File: src/rtl/uart_frame_receiver.sv
// -----------------------------------------------------------------------------
// uart_frame_receiver
//
// Serial front end of the Arduino-to-elevator-controller link. Recovers 8N1
// frames from the asynchronous rx line using an oversampled bit clock and a
// 2-of-3 majority vote around the middle of each bit. It rejects false starts
// and flags framing errors. After a framing error (for example a line break)
// it does not accept another start bit until the line has been seen idle
// (high) again.
//
// Ports
//   clk        : system clock; all state changes on the rising edge
//   reset      : synchronous, active-low reset
//   rx         : asynchronous serial input, idle high
//   data       : last correctly received byte (LSB received first)
//   receiveAll : one-cycle strobe, data newly updated and valid
//   frameError : one-cycle strobe, stop bit sampled low, data unchanged
// -----------------------------------------------------------------------------
module uart_frame_receiver #(
    parameter int CLKFRQ     = 100000000,
    parameter int BAUDRATE   = 9600,
    parameter int OVERSAMPLE = 16
) (
    input  logic       clk,
    input  logic       reset,
    input  logic       rx,
    output logic [7:0] data,
    output logic       receiveAll,
    output logic       frameError
);

    localparam int DIV  = CLKFRQ / (BAUDRATE * OVERSAMPLE);
    localparam int DIVW = (DIV > 1) ? $clog2(DIV) : 1;
    localparam int TKW  = $clog2(OVERSAMPLE + 1);

    localparam logic [DIVW-1:0] DIV_LAST  = DIVW'((DIV > 0) ? (DIV - 1) : 0);
    localparam logic [TKW-1:0]  TICK_S0   = TKW'(OVERSAMPLE / 2);
    localparam logic [TKW-1:0]  TICK_S1   = TKW'(OVERSAMPLE / 2 + 1);
    localparam logic [TKW-1:0]  TICK_S2   = TKW'(OVERSAMPLE / 2 + 2);
    localparam logic [TKW-1:0]  TICK_LAST = TKW'(OVERSAMPLE);

    generate
        if (DIV < 1) begin : gDivTooSmall
            $error("uart_frame_receiver: CLKFRQ too low for BAUDRATE*OVERSAMPLE (DIV < 1)");
        end
        if ((OVERSAMPLE < 8) || ((OVERSAMPLE % 2) != 0)) begin : gBadOversample
            $error("uart_frame_receiver: OVERSAMPLE must be even and >= 8");
        end
    endgenerate

    typedef enum logic [1:0] {
        IDLE  = 2'd0,
        START = 2'd1,
        DATA  = 2'd2,
        STOP  = 2'd3
    } state_t;

    // 2-of-3 majority vote of the three mid-bit samples
    function automatic logic maj3(input logic a, input logic b, input logic c);
        return (a & b) | (a & c) | (b & c);
    endfunction

    logic            rxMeta_r;
    logic            rxSync_r;
    logic            rx_s;
    logic [DIVW-1:0] cnt_r;
    logic            tick_s;
    logic            cntClear_s;

    state_t          state_r,      stateNext_s;
    logic [TKW-1:0]  tickIdx_r,    tickIdxNext_s;
    logic [TKW-1:0]  tickCount_s;
    logic [2:0]      bitIdx_r,     bitIdxNext_s;
    logic [1:0]      samp_r,       sampNext_s;
    logic [7:0]      shift_r,      shiftNext_s;
    logic [7:0]      data_r,       dataNext_s;
    logic            armed_r,      armedNext_s;
    logic            receiveAll_r, receiveAllNext_s;
    logic            frameError_r, frameErrorNext_s;
    logic            vote_s;

    assign rx_s        = rxSync_r;
    assign tick_s      = (cnt_r == DIV_LAST);
    assign tickCount_s = tickIdx_r + TKW'(1);
    // Third sample is the live line value on the deciding tick
    assign vote_s      = maj3(samp_r[0], samp_r[1], rx_s);

    // Two-flop synchronizer for the asynchronous rx line
    always_ff @(posedge clk) begin
        if (!reset) begin
            rxMeta_r <= 1'b1;
            rxSync_r <= 1'b1;
        end else begin
            rxMeta_r <= rx;
            rxSync_r <= rxMeta_r;
        end
    end

    // Oversampling tick divider, realigned to the start edge
    always_ff @(posedge clk) begin
        if (!reset) begin
            cnt_r <= '0;
        end else if (cntClear_s || tick_s) begin
            cnt_r <= '0;
        end else begin
            cnt_r <= cnt_r + DIVW'(1);
        end
    end

    // FSM state and datapath register update
    always_ff @(posedge clk) begin
        if (!reset) begin
            state_r      <= IDLE;
            tickIdx_r    <= '0;
            bitIdx_r     <= 3'd0;
            samp_r       <= 2'b00;
            shift_r      <= 8'h00;
            data_r       <= 8'h00;
            armed_r      <= 1'b1;
            receiveAll_r <= 1'b0;
            frameError_r <= 1'b0;
        end else begin
            state_r      <= stateNext_s;
            tickIdx_r    <= tickIdxNext_s;
            bitIdx_r     <= bitIdxNext_s;
            samp_r       <= sampNext_s;
            shift_r      <= shiftNext_s;
            data_r       <= dataNext_s;
            armed_r      <= armedNext_s;
            receiveAll_r <= receiveAllNext_s;
            frameError_r <= frameErrorNext_s;
        end
    end

    // FSM next-state, sampling and strobe generation
    always_comb begin
        stateNext_s      = state_r;
        tickIdxNext_s    = tickIdx_r;
        bitIdxNext_s     = bitIdx_r;
        sampNext_s       = samp_r;
        shiftNext_s      = shift_r;
        dataNext_s       = data_r;
        armedNext_s      = armed_r;
        receiveAllNext_s = 1'b0;
        frameErrorNext_s = 1'b0;
        cntClear_s       = 1'b0;

        case (state_r)
            IDLE: begin
                tickIdxNext_s = '0;
                bitIdxNext_s  = 3'd0;
                if (!armed_r) begin
                    // After a framing error, wait for the line to go idle
                    if (rx_s) begin
                        armedNext_s = 1'b1;
                    end else begin
                        armedNext_s = 1'b0;
                    end
                end else if (!rx_s) begin
                    stateNext_s = START;
                    cntClear_s  = 1'b1;
                end else begin
                    stateNext_s = IDLE;
                end
            end

            START, DATA, STOP: begin
                if (tick_s) begin
                    tickIdxNext_s = (tickCount_s == TICK_LAST) ? TKW'(0) : tickCount_s;
                    if (tickCount_s == TICK_S0) begin
                        sampNext_s[0] = rx_s;
                    end else if (tickCount_s == TICK_S1) begin
                        sampNext_s[1] = rx_s;
                    end else begin
                        sampNext_s = samp_r;
                    end

                    case (state_r)
                        START: begin
                            if ((tickCount_s == TICK_S2) && vote_s) begin
                                // Line back high at mid start bit: false start
                                stateNext_s   = IDLE;
                                tickIdxNext_s = '0;
                            end else if (tickCount_s == TICK_LAST) begin
                                stateNext_s  = DATA;
                                bitIdxNext_s = 3'd0;
                            end else begin
                                stateNext_s = START;
                            end
                        end
                        DATA: begin
                            if (tickCount_s == TICK_S2) begin
                                shiftNext_s[bitIdx_r] = vote_s;
                            end else if (tickCount_s == TICK_LAST) begin
                                if (bitIdx_r == 3'd7) begin
                                    stateNext_s = STOP;
                                end else begin
                                    bitIdxNext_s = bitIdx_r + 3'd1;
                                end
                            end else begin
                                stateNext_s = DATA;
                            end
                        end
                        STOP: begin
                            // Leave at mid stop bit so a back-to-back start edge is caught
                            if (tickCount_s == TICK_S2) begin
                                stateNext_s   = IDLE;
                                tickIdxNext_s = '0;
                                if (vote_s) begin
                                    dataNext_s       = shift_r;
                                    receiveAllNext_s = 1'b1;
                                end else begin
                                    frameErrorNext_s = 1'b1;
                                    armedNext_s      = 1'b0;
                                end
                            end else begin
                                stateNext_s = STOP;
                            end
                        end
                        default: begin
                            stateNext_s = IDLE;
                        end
                    endcase
                end else begin
                    tickIdxNext_s = tickIdx_r;
                end
            end

            default: begin
                stateNext_s = IDLE;
            end
        endcase
    end

    assign data       = data_r;
    assign receiveAll = receiveAll_r;
    assign frameError = frameError_r;

endmodule

File: config.mk
export PLATFORM = sky130hd
export DESIGN_NAME = uart_frame_receiver
export DESIGN_NICKNAME = d
export VERILOG_FILES = /design/src/rtl/uart_frame_receiver.sv
export SDC_FILE = /design/constraint.sdc
export NUM_CORES = 1
export LEC_CHECK = 0
export CAP_MARGIN = 20
export CORE_ASPECT_RATIO = 1.4
export CORE_MARGIN = 2
export CORE_UTILIZATION = 58
export CTS_CLUSTER_DIAMETER = 120
export DETAILED_ROUTE_END_ITERATION = 10
export PLACE_DENSITY = 0.81
export SYNTH_ARGS = -nofsm -noshare
export SYNTH_HDL_FRONTEND = slang
export SYNTH_SLANG_ARGS = --single-unit
File: constraint.sdc
create_clock -name clk -period 3.03 [get_ports clk]
set_clock_uncertainty 0.1 [all_clocks]
set_input_delay 0.606 -clock clk [delete_from_list [all_inputs] [get_ports clk]]
set_output_delay 0.606 -clock clk [all_outputs]
set_load 0.02 [all_outputs]
==> impl_metrics.json <==
{
  "wl_per_cell_um": 14.4,
  "core_area_sq_um": 3680,
  "grt_max_degree": 18,
  "tightestPinTransition_ns": 0.532,
  "rsz0062_at_grt": "false",
  "syn-cell-area_sq_um": 2250,
  "placed_area_sq_um": 2360,
  "peakVddDrop_mv": 0.461,
  "synth_seq_cells": 43,
  "die_w_um": 56.7,
  "power.density_nw_per_um2": 420,
  "via_count": 1794,
  "n_antenna_cell": 0,
  "p_leak_nw": 0.937,
  "r2r_start": "state_r[0]$_SDFFE_PN0P_",
  "initial_core_util_pct": 61.2,
  "r2r_slack_ns": 0.47,
  "portBuffers": 12,
  "status": "finished, final reports clean",
  "cp-startpoint": "state_r[0]$_SDFFE_PN0P_",
  "cts_inserted_buffers": 5,
  "critPathLaunchType": "flop",
  "via_per_inst": 6.00,
  "fin_crit_ns": 2.56,
  "die-area_sq_um": 4400,
  "postCtsResizedCells": 0,
  "grt_usage_pct": 21.6,
  "die-height_um": 77.7,
  "post-route-period-util_pct": 84.4,
  "maxSlewViolCount": 0,
  "drt_wl_total_mm": 4.30,
  "nets": 273,
  "synthMuxAreaShare_pct": 8.50,
  "final_cell_area_sq_um": 2470,
  "worstPathArrival_ns": 2.63,
  "holdBufCountCts": 0,
  "clk_pin_slew_worst_paths_ns": 0.08,
  "finalSetupTns_ns": 0,
  "syn_area_per_cell_sq_um": 9.11,
  "synth_compound_area_share_pct": 11.6,
  "ys_async_sr_fraction_pct": 0,
  "rows": 26,
  "ios": 13,
  "slew-limit-headroom_pct": 64.5,
  "routabilityCongestion": 0.861,
  "setup.worst_path.end_class": "flop",
  "layout-drive-gt1-share_pct": 7.00,
  "synthSimpleGateAreaFrac_pct": 25.5,
  "grt_pass1_wl_mm": 7.64,
  "clkLatencyLatePin_ns": 0.29,
  "fmax_mhz": 391,
  "synth_fa_ha_area_share_pct": 7.67,
  "synth_ff_type": "dfxtp_1",
  "synth_cell_types": 56,
  "n_fill_cell": 316,
  "ant_nets": 0,
  "maxCapViolCount": 0,
  "setup_viol": 0,
  "grt_overflow_total": 0,
  "hold_viol": 0,
  "path_max_fanout": 12,
  "clkSinkCount": 43,
  "cts_max_level": 2,
  "syn_inst": 247,
  "cts-root-buf": "clkbuf_8",
  "synth-edff-count": 0,
  "holdCritPathClass": "flop to flop",
  "synth_xor_area_share_pct": 3.89,
  "drcViolationCount": 0,
  "min_from": "rxMeta_r$_SDFF_PN1_",
  "cts_tree": "yes",
  "area_delta_synth_final_pct": 9.78,
  "ys_seq_area_share_pct": 38.2,
  "synth_top_family_by_area": "simple AND/OR/NAND/NOR gates",
  "first_global_vias": 1774,
  "antenna_found_initial": 0,
  "critical_path_required_ns": 3.10,
  "endpoint": "data[4]$_SDFFE_PN0P_",
  "initialDrtViolationCount": 69,
  "yosysWarningCount": 0,
  "drt_pass1_iterations": 4,
  "cts_setup_buffers": 0,
  "clock_path_buffers": 2,
  "critPathKind": "flop to flop",
  "synth_fp_nets": 263,
  "r2r_end": "data[4]$_SDFFE_PN0P_",
  "dp_hpwl_mm": 3.08,
  "ff2ff_path_depth": 7
}
-- Yosys cell counts (2+ instances only) --
library cell	count	share of area, %
dfxtp_1	43	38
nand2_1	27	4.5
nor2_1	27	4.5
mux2i_1	18	8.0
nand3_1	15	3.3
ha_1	13	7.2
inv_1	10	1.7
a21oi_1	8	1.8
xor2_1	7	2.7
clkbuf_1	5	0.83
nand2b_1	5	1.4
a21boi_0	4	1.3
nand3b_1	4	1.3
and3_1	3	0.83
nor3_1	3	0.67
o21ai_0	3	0.67
o22ai_1	3	0.83
xnor2_1	3	1.2
a221oi_1	2	0.78
and2_1	2	0.56
and4b_1	2	0.89
nor2b_1	2	0.56
o211ai_1	2	0.67
o31ai_1	2	0.67
o41ai_1	2	0.78
or3_1	2	0.56
-- final cells by class --
cell class,count,area [sq um],share of cell area (%)
clock buffer,5,68.8,2.78
clock inverter,2,37.5,1.52
inverter,10,37.5,1.52
multi-input combinational,184,1290,52.1
sequential,43,861,34.8
tap,42,52.6,2.13
timing repair buffer,13,128,5.16
-- stage by stage --
stage | hold WS, ns | setup WS (ns) | util (%) | cells | power, mW
after floorplan | 0.286 | 0.854 | - | 247 | 0.609
after global placement | 0.299 | 0.546 | 64.3 | 292 | 0.619
after detailed placement | 0.300 | 0.510 | 64.3 | 292 | 0.620
after CTS | 0.320 | 0.494 | 67.2 | 299 | 1.05
after global routing | 0.353 | 0.271 | 67.2 | 299 | 1.07
final | 0.315 | 0.473 | 67.2 | 299 | 1.04
-- metal layers --
layer	track usage (%)	routed length, um	part of all wire [%]	up-vias
met5	0	0	0	-
met3	4.33	148	3.4	8
li1	-	-	-	885
met4	9.29	74	1.7	0
met1	23.8	1830	43	867
met2	39.3	2250	52	34
-- placed cells by master (no fill, tap or decap), types with 3 or more instances in the layout --
master / count
a21boi_0: 4
a21oi_1: 8
and3_1: 3
clkbuf_8: 5
clkdlybuf4s50_1: 12
dfxtp_1: 43
ha_1: 13
inv_1: 10
mux2i_1: 18
nand2_1: 27
nand2b_1: 5
nand3_1: 15
nand3b_1: 4
nor2_1: 27
nor3_1: 3
o21ai_0: 3
o22ai_1: 3
xnor2_1: 3
xor2_1: 7
-- worst min path at each step --
stage,slack (ns),to,cells after the start
after floorplan,0.29,rxSync_r$_SDFF_PN1_,1
after global placement,0.30,rxSync_r$_SDFF_PN1_,1
after detailed placement,0.30,rxSync_r$_SDFF_PN1_,1
after CTS,0.32,rxSync_r$_SDFF_PN1_,1
after global routing,0.35,rxSync_r$_SDFF_PN1_,1
final,0.31,rxSync_r$_SDFF_PN1_,1
-- flip-flops by register name, indices dropped and copies added, names as in the netlist, 2 cells and up --
name,count
bitIdx_r,3
cnt_r,10
data,8
samp_r,2
shift_r,8
state_r,2
tickIdx_r,5
-- report_power, final --
part | switching [mW] | internal (mW) | leakage, nW | total (mW)
clock | 0.190 | 0.241 | 0.0502 | 0.431
combinational | 0.0205 | 0.0122 | 0.540 | 0.0328
sequential | 0.00433 | 0.569 | 0.347 | 0.574
-- critical path, cell delays in order, from the launching register on --
cell     delay (ns)
dfxtp_1        0.39
inv_1          0.10
ha_1           0.35
or4_1          0.44
nor3_1         0.37
and4_4         0.41
mux2i_1        0.22
nor2_1         0.06
-- cell families (layout without fill, tap and decap cells) --
family	Yosys count	in the layout
AO/OA/AOI/OAI	36	36
AND/OR/NAND/NOR	105	105
buffers and inverters	20	30
multiplexers	19	19
XOR/XNOR	10	10
adder cells (fa/ha/maj)	14	14
flip-flops	43	43
Note: power is estimated with default switching activity, not from simulation.
